File: src/rtl/io_timer_irq.sv
// io_timer_irq: prescaled 16-bit down-counter timer on the CPU IO bus with a level interrupt.
// Define IO_TIMER_CAPTURE_EN to add the synchronized capture_in pin and the CAPTURE register.
module io_timer_irq #(
  parameter logic [15:0] BASE = 16'h0100
) (
  input  logic        clk,
  input  logic        resetq,
  input  logic        io_rd,
  input  logic        io_wr,
  input  logic [15:0] io_addr,
  input  logic [15:0] io_dout,
  output logic [15:0] io_din,
  output logic        interrupt_request,
  input  logic        capture_in
);

  typedef enum logic [2:0] {
    RegCtrl     = 3'd0,
    RegPrescale = 3'd1,
    RegReload   = 3'd2,
    RegCount    = 3'd3,
    RegStatus   = 3'd4,
    RegCapture  = 3'd5,
    RegRsvd6    = 3'd6,
    RegRsvd7    = 3'd7
  } reg_sel_e;

  reg_sel_e    reg_sel;
  logic        sel;
  logic        ctrl_wr, prescale_wr, reload_wr, count_wr, status_wr;

  logic        en_q, en_d;
  logic        auto_q, auto_d;
  logic        irqen_q, irqen_d;
  logic [15:0] prescale_q, prescale_d;
  logic [15:0] reload_q, reload_d;
  logic [15:0] count_q, count_d;
  logic [15:0] presc_cnt_q, presc_cnt_d;
  logic        pend_q, pend_d;
  logic        ovr_q, ovr_d;

  logic        tick, tick_eff, expire;
  logic        cap_flag;
  logic [15:0] capture_val;
  logic [15:0] rdata;

  logic        unused_addr0;
  assign unused_addr0 = io_addr[0];

  assign sel     = (io_addr[15:4] == BASE[15:4]);
  assign reg_sel = reg_sel_e'(io_addr[3:1]);

  always_comb begin
    ctrl_wr     = 1'b0;
    prescale_wr = 1'b0;
    reload_wr   = 1'b0;
    count_wr    = 1'b0;
    status_wr   = 1'b0;
    if (sel && io_wr) begin
      case (reg_sel)
        RegCtrl:     ctrl_wr     = 1'b1;
        RegPrescale: prescale_wr = 1'b1;
        RegReload:   reload_wr   = 1'b1;
        RegCount:    count_wr    = 1'b1;
        RegStatus:   status_wr   = 1'b1;
        default:     ;
      endcase
    end
  end

  // A tick is discarded when software overwrites COUNT or disables the timer in the same cycle.
  assign tick     = en_q && (presc_cnt_q == prescale_q);
  assign tick_eff = tick && !count_wr && !(ctrl_wr && !io_dout[0]);
  assign expire   = tick_eff && (count_q == 16'd0);

  always_comb begin
    en_d    = en_q;
    auto_d  = auto_q;
    irqen_d = irqen_q;
    if (ctrl_wr) begin
      en_d    = io_dout[0];
      auto_d  = io_dout[1];
      irqen_d = io_dout[2];
    end else if (expire && !auto_q) begin
      en_d = 1'b0;
    end

    prescale_d = prescale_wr ? io_dout : prescale_q;
    reload_d   = reload_wr ? io_dout : reload_q;

    presc_cnt_d = presc_cnt_q;
    if (ctrl_wr && io_dout[0] && !en_q) begin
      presc_cnt_d = 16'd0;
    end else if (en_q) begin
      presc_cnt_d = tick ? 16'd0 : presc_cnt_q + 16'd1;
    end

    count_d = count_q;
    if (count_wr) begin
      count_d = io_dout;
    end else if (tick_eff) begin
      if (count_q != 16'd0) begin
        count_d = count_q - 16'd1;
      end else if (auto_q) begin
        count_d = reload_q;
      end
    end

    // Hardware set takes priority over a coincident write-1-to-clear.
    pend_d = expire | (pend_q & ~(status_wr & io_dout[0]));
    ovr_d  = (expire & pend_q) | (ovr_q & ~(status_wr & io_dout[1]));
  end

  always_ff @(posedge clk or negedge resetq) begin
    if (!resetq) begin
      en_q        <= 1'b0;
      auto_q      <= 1'b0;
      irqen_q     <= 1'b0;
      prescale_q  <= 16'd0;
      reload_q    <= 16'd0;
      count_q     <= 16'd0;
      presc_cnt_q <= 16'd0;
      pend_q      <= 1'b0;
      ovr_q       <= 1'b0;
    end else begin
      en_q        <= en_d;
      auto_q      <= auto_d;
      irqen_q     <= irqen_d;
      prescale_q  <= prescale_d;
      reload_q    <= reload_d;
      count_q     <= count_d;
      presc_cnt_q <= presc_cnt_d;
      pend_q      <= pend_d;
      ovr_q       <= ovr_d;
    end
  end

`ifdef IO_TIMER_CAPTURE_EN
  // sync_q[1:0] is the two-flop synchronizer; sync_q[2] remembers the previous synced level.
  logic [2:0]  sync_q, sync_d;
  logic        cap_q, cap_d;
  logic [15:0] capture_q, capture_d;
  logic        cap_edge;

  assign cap_edge = sync_q[1] & ~sync_q[2];

  always_comb begin
    sync_d    = {sync_q[1:0], capture_in};
    capture_d = cap_edge ? count_q : capture_q;
    cap_d     = cap_edge | (cap_q & ~(status_wr & io_dout[2]));
  end

  always_ff @(posedge clk or negedge resetq) begin
    if (!resetq) begin
      sync_q    <= 3'd0;
      cap_q     <= 1'b0;
      capture_q <= 16'd0;
    end else begin
      sync_q    <= sync_d;
      cap_q     <= cap_d;
      capture_q <= capture_d;
    end
  end

  assign cap_flag    = cap_q;
  assign capture_val = capture_q;
`else
  logic unused_capture;
  assign unused_capture = capture_in;
  assign cap_flag       = 1'b0;
  assign capture_val    = 16'd0;
`endif

  always_comb begin
    rdata = 16'd0;
    case (reg_sel)
      RegCtrl:     rdata = {13'd0, irqen_q, auto_q, en_q};
      RegPrescale: rdata = prescale_q;
      RegReload:   rdata = reload_q;
      RegCount:    rdata = count_q;
      RegStatus:   rdata = {13'd0, cap_flag, ovr_q, pend_q};
      RegCapture:  rdata = capture_val;
      default:     rdata = 16'd0;
    endcase
  end

  // Zero when not reading this block so several peripherals can be ORed onto the bus.
  assign io_din            = (io_rd && sel) ? rdata : 16'd0;
  assign interrupt_request = irqen_q & (pend_q | cap_flag);

endmodule

File: config.mk
export PLATFORM = sky130hd
export DESIGN_NAME = io_timer_irq
export DESIGN_NICKNAME = d
export VERILOG_FILES = /design/src/rtl/io_timer_irq.sv
export SDC_FILE = /design/constraint.sdc
export NUM_CORES = 1
export LEC_CHECK = 0
export ABC_AREA = 1
export CORE_MARGIN = 8
export CORE_UTILIZATION = 40
export CTS_BUF_LIST = sky130_fd_sc_hd__clkbuf_4 sky130_fd_sc_hd__clkbuf_8
export CTS_CLUSTER_DIAMETER = 80
export DETAILED_ROUTE_END_ITERATION = 8
export GPL_TIMING_DRIVEN = 0
export PLACE_DENSITY = 0.63
export SYNTH_ARGS = -nofsm -noshare
export SYNTH_HDL_FRONTEND = slang
export SYNTH_SLANG_ARGS = --single-unit
export TNS_END_PERCENT = 20
File: constraint.sdc
create_clock -name clk -period 1.9 [get_ports clk]
set_clock_uncertainty 0.1 [all_clocks]
set_input_delay 0.285 -clock clk [delete_from_list [all_inputs] [get_ports clk]]
set_output_delay 0.285 -clock clk [all_outputs]
set_load 0.01 [all_outputs]
Word-level counts from Yosys, hierarchy flattened. Cells that the tools add are included.

Input port bits: 37. Register bits: 69.

Reduce and logical (&&, ||, !) cells: 23. Mux-type cells: 21. Bitwise logic cells: 10. $add $sub $neg: 2. Eq/ne operators: 6.

Operators by type and width (count): $mux 16 (8); $pmux 16 s5 (1); $add 16x1->16 const B (1); $eq 16x16->1 (1); $logic_not 16->1 (1); $reduce_bool 16->1 (1); $sub 16x1->16 const B (1); $eq 12x5->1 const B (1); $mux 1 (12); $logic_and 1x1->1 (10); $and 1x1->1 (6); $eq 3x2->1 const B (2); $reduce_bool 2->1 (3); $logic_not 1->1 (5); $eq 3x1->1 const B (1); $eq 3x3->1 const B (1); $logic_not 3->1 (1); $reduce_bool 3->1 (1); $not 1->1 (2); $or 1x1->1 (2); $reduce_and 2->1 (1).

Depth between registers and ports, before layout.
Depth in word-level cells: 10. Mapped depth: 12. Mapped depth without buffers: 12.

Worst setup path before layout. Ideal clock, no wire load.

Kind: input port to output port. Start point: in io_addr[3]. End point: out io_din[15]. Slack: 0.102 ns. Data required time: 1.515 ns. Cell stages on the path: 5. Arrival: 1.413 ns. Path buffers: 2. Cell sequence: buf_2 > nor3_2 > clkbuf_1 > nand2_1 > a31oi_1.

Word-level cells in the longest chain between the ends: 3. Elaborated cells between the ends (all ways): 7. Classes of those cells: 4 x eq/ne; 2 x mux; 1 x reduce/logical.

Ends and longest elaborated chain: start: declaration (line 10) `input logic [15:0] io_addr,`; $eq 3x3->1 (tied with other cells) (line 176) `case (reg_sel)`; $pmux 16 s5 * (line 176); $mux 16 * (line 188) `assign io_din = (io_rd && sel) ? rdata : 16'd0;`; end: declaration (line 12) `output logic [15:0] io_din,`.

Every way passes the cells marked *; elsewhere a longest branch is shown, timed or not.

Final worst setup path.
Start point: reg presc_cnt_q[10]. End point: reg count_q[11].

Word-level cells in the longest chain between the ends: 6.

Ends and longest elaborated chain: start: declaration (line 38) `logic [15:0] presc_cnt_q, presc_cnt_d;`; start signal: assignment (line 132) `presc_cnt_q <= presc_cnt_d;`; $eq 16x16->1 (line 72) `assign tick = en_q && (presc_cnt_q == prescale_q);`; $logic_and 1x1->1 (line 72); $logic_and 1x1->1 (2 in a row) (line 73) `assign tick_eff = tick && !count_wr && !(ctrl_wr && !io_dout[0]);`; $reduce_bool 2->1 (no line); $reduce_and 2->1 (no line); end signal: assignment (line 131) `count_q <= count_d;`; end: declaration (line 37) `logic [15:0] count_q, count_d;`.

No other way between the ends. A chain may end at the register's enable or synchronous reset.

==> results.sh <==
export IMPL_hold_viol_final=0
export IMPL_synth_area_mm2=0.004761
export IMPL_grt_max_degree=70
export IMPL_post_synth_top_area_cell="dfrtp_1"
export IMPL_synth_nets=783
export IMPL_ys_async_sr_fraction_pct=100.0
export IMPL_rows=40
export IMPL_top_layer="met4"
export IMPL_final_cells=1009
export IMPL_cp_data_required_time_ns=2.04
export IMPL_wl_met2_mm=8.375
export IMPL_setup_slack_ns=-0.06699
export IMPL_drive_gt1_share_pct=27.96
export IMPL_port_buffers=50
export IMPL_clockPowerShare_pct=37.8
export IMPL_crit_path_start_kind="flip-flop"
export IMPL_clock_fmax_ghz=0.5084
export IMPL_min_period_over_period_pct=103.5
export IMPL_powerDensity_mw_per_mm2=440.2
export IMPL_synth_seq_cells=69
export IMPL_clock_latency_ns=0.35
export IMPL_worstPathArrival_ns=2.11
export IMPL_routabilityCongestion=0.9592
export IMPL_place_hpwl_mm=11.87
export IMPL_finalMaxSlewViolations=0
export IMPL_initial_core_util_pct=40.31
export IMPL_path_clk_slew_ns=0.07
export IMPL_routed_via_density=5.278
export IMPL_violations="negative setup slack"
export IMPL_area_growth_pct=36.61
export IMPL_grt_pass1_wl_mm=25.67
export IMPL_critPathSlowestCell="dfrtp_1"
export IMPL_fillers=1147
export IMPL_antenna_left=0
export IMPL_finalCriticalPeriod_ns=1.967
export IMPL_p_int_mw=2.140
export IMPL_peakVddDrop_mv=0.3005
export IMPL_synth_warnings=0
export IMPL_die_w_um=125.1
export IMPL_r2r_end="count_q[11]$_DFFE_PN0P_"
export IMPL_r2r_cells=12
export IMPL_ys_flop_type="dfrtp_1"
export IMPL_end_kind="flip-flop"
export IMPL_dr_wl_met3_um=758
export IMPL_path_class="flip-flop to flip-flop"
export IMPL_crit_buf_inv=2
export IMPL_diodes=0
export IMPL_rsz0062_at_grt="yes"
export IMPL_status="finished, violations left"
export IMPL_vias=5326
export IMPL_antenna_found_initial=0
export IMPL_die_h_um=125.1
export IMPL_whs_endpoint="pend_q$_DFF_PN0_"
export IMPL_cts_made_buffers=9
export IMPL_utilization_pct=55.06
export IMPL_hold_depth=7
export IMPL_p_leak_nw=3.229
export IMPL_worstReg2RegStart="presc_cnt_q[10]$_DFFE_PN0P_"
export IMPL_crit_path_frequent_cell="nand2_1"
export IMPL_clk_path_buf_depth=2
export IMPL_drc=0
export IMPL_relSlewSlack_pct=40.58
export IMPL_dp_cells=940
export IMPL_drv_cap=0
export IMPL_dr_pass1_iters=5
export IMPL_nets=899
export IMPL_synth_seq_area_share_pct=36.27
export IMPL_critPathMaxStageDelay_ns=0.45
export IMPL_crit_chain="inv_2 -> nand2_2 -> nand2_1 -> nor2_1 -> nand2_1 -> nor2_2 -> nand3_2 -> o21bai_4 -> nand2_4 -> clkbuf_16 -> nand2_2 -> nand2_1"
export IMPL_syn_avg_cell_area_um2=6.408
export IMPL_grt_overflow_total=0
export IMPL_ios=54
export IMPL_worstMarginPinSlew_ns=0.8913
export IMPL_clock_sinks=69
export IMPL_hold_start="io_addr[2]"
export IMPL_crit_family="simple AND/OR/NAND/NOR gates"
export IMPL_p_total_mw=2.863
export IMPL_cts_tree="built"
export IMPL_hold_class="input port to flip-flop"
export IMPL_m1WireLength_mm=7.073
export IMPL_worstPathMaxFanout=5
export IMPL_htree_levels=3
export IMPL_synth_top_cells_by_area="dfrtp_1 (36%), nand2_1 (23%), nand3_1 (6.9%), inv_1 (6.9%), o21ai_0 (5.5%)"
export IMPL_die_area_mm2=0.01565
export IMPL_wl_per_cell_um=16.61
export IMPL_wirelength_mm=16.76
export IMPL_synth_top_area_share_pct=36.27
export IMPL_drt_iter0_drc=381
export IMPL_p_sw_mw=0.7228
export IMPL_setup_violations=13
export IMPL_pwr_share_comb_pct=10.4
export IMPL_cts_root_buf="clkbuf_8"
export IMPL_seq_power_share_pct=51.8
export IMPL_syn_inst=743
export IMPL_fp_coreArea_mm2=0.01181
export IMPL_yosys_cell_types_count=37
export IMPL_r2r_slack_ns=-0.07
export IMPL_grt_usage_pct=20.17
export IMPL_whs_ns=0.3848
export IMPL_switching_share_pct=25.25
export IMPL_grt_pass1_vias=5004
export IMPL_synth_edff_count=0
==> power by group through the flow <==
stage,Clock [mW],Sequential [mW],Combinational [mW]
finish,1.08,1.48,0.298
global route,1.15,1.48,0.329
CTS,1.10,1.48,0.276
detailed placement,0,1.51,0.255
global placement,0,1.51,0.250
floorplan,0,1.51,0.114
==> how the worst max path moves through the flow <==
| stage | start | end | depth (start not counted) |
|---|---|---|---|
| final | presc_cnt_q[10]$_DFFE_PN0P_ | count_q[11]$_DFFE_PN0P_ | 12 |
| after global routing | prescale_q[15]$_DFFE_PN0P_ | count_q[11]$_DFFE_PN0P_ | 12 |
| after CTS | presc_cnt_q[2]$_DFFE_PN0P_ | count_q[5]$_DFFE_PN0P_ | 12 |
| after detailed placement | io_addr[2] | io_din[6] | 7 |
| after global placement | resetq | count_q[12]$_DFFE_PN0P_ | 1 |
| after floorplan | io_addr[3] | io_din[15] | 5 |
==> state kept, by name, summed over array words and instances (netlist names) <==
| signal | cells |
|---|---|
| ovr_q | 1 |
| prescale_q | 16 |
| en_q | 1 |
| pend_q | 1 |
| irqen_q | 1 |
| count_q | 16 |
| presc_cnt_q | 16 |
| auto_q | 1 |
| reload_q | 16 |
==> Yosys cell counts, drive strengths merged, types with 10 or more instances <==
library cell,instances
dfrtp,69
nand4,18
inv,93
nor2,66
o21ai,52
a31oi,14
nor3,14
nand2,291
xor2,10
clkbuf,11
nand3,67
==> worst register-to-register path, stage by stage (launching register included) <==
cell       delay [ns]
dfrtp_1          0.45
inv_2            0.11
nand2_2          0.08
nand2_1          0.06
nor2_1           0.08
nand2_1          0.07
nor2_2           0.13
nand3_2          0.14
o21bai_4         0.22
nand2_4          0.12
clkbuf_16        0.19
nand2_2          0.05
nand2_1          0.06
==> layout by cell type, fill, tap and decap left out, types with 3 or more instances in the layout <==
| cell type | Yosys | final |
|---|---|---|
| nand2_1 | 286 | 257 |
| inv_1 | 87 | 69 |
| nand3_1 | 66 | 62 |
| dfrtp_1 | 69 | 58 |
| o21ai_0 | 52 | 48 |
| buf_4 | 2 | 46 |
| nor2_1 | 63 | 45 |
| nand2_2 | 4 | 32 |
| inv_2 | 6 | 24 |
| buf_2 | 5 | 22 |
| clkdlybuf4s50_1 | 0 | 18 |
| clkbuf_8 | 0 | 17 |
| nand4_1 | 17 | 17 |
| buf_6 | 2 | 15 |
| nor2_2 | 3 | 13 |
| a31oi_4 | 0 | 12 |
| dfrtp_2 | 0 | 11 |
| xor2_1 | 10 | 10 |
| o22ai_1 | 9 | 9 |
| nor2_4 | 0 | 8 |
| nor3_1 | 11 | 6 |
| clkbuf_2 | 0 | 5 |
| nor3_4 | 1 | 4 |
| nand3_2 | 0 | 4 |
| nor3_2 | 2 | 4 |
| clkbuf_1 | 11 | 4 |
| o21ai_1 | 0 | 3 |
| clkinv_2 | 0 | 3 |
| nand2_4 | 1 | 3 |
| or2_2 | 4 | 3 |
| clkbuf_4 | 0 | 3 |
==> cell type report <==
cell class	count	area (um2)	share of cell area [%]
repair buffers	105	869.6	13.37
well taps	147	183.9	2.828
multi-input cells	561	3030	46.59
clock buffers	12	158.9	2.443
inverters	94	354.1	5.444
flip-flops and latches	69	1740	26.76
plain buffers	19	156.4	2.405
clock inverters	2	10.01	0.1539
==> layer usage <==
metal / vias to the layer above / global-route usage [%]
met4: 0 / 8.453
met1: 2516 / 24.23
met2: 164 / 34.68
li1: 2609 / -
met5: - / 0
met3: 37 / 3.782
==> stage by stage <==
step	area [um2]	setup slack, ns	TNS (ns)
4_1_cts	5991	-0.03961	-0.2854
6_report	6504	-0.06699	-0.5094
2_1_floorplan	4761	0.1023	0
3_3_place_gp	5445	-1.927	-179.25
3_5_place_dp	5443	-1.308	-48.50
5_1_grt	6504	-0.1306	-2.535
==> timing repair <==
action	CTS	global route
endpoints found under the hold margin	35	0
pin swaps	21	26
hold buffers	1	0
endpoints found under the setup margin	76	72
cloned	3	3
resized for setup	196	92
buffers inserted	17	32
==> logic make-up (layout without fill, tap and decap cells) <==
family / Yosys count / in the layout / share of synthesized area (%)
AO/OA/AOI/OAI: 83 / 83 / 9.961
XOR/XNOR: 11 / 11 / 2.024
AND/OR/NAND/NOR: 463 / 464 / 41.37
adder cells (fa/ha/maj): 3 / 3 / 0.7885
flip-flops: 69 / 69 / 36.27
buffers and inverters: 114 / 232 / 9.592
No activity file was read; power rests on OpenSTA's default activity.
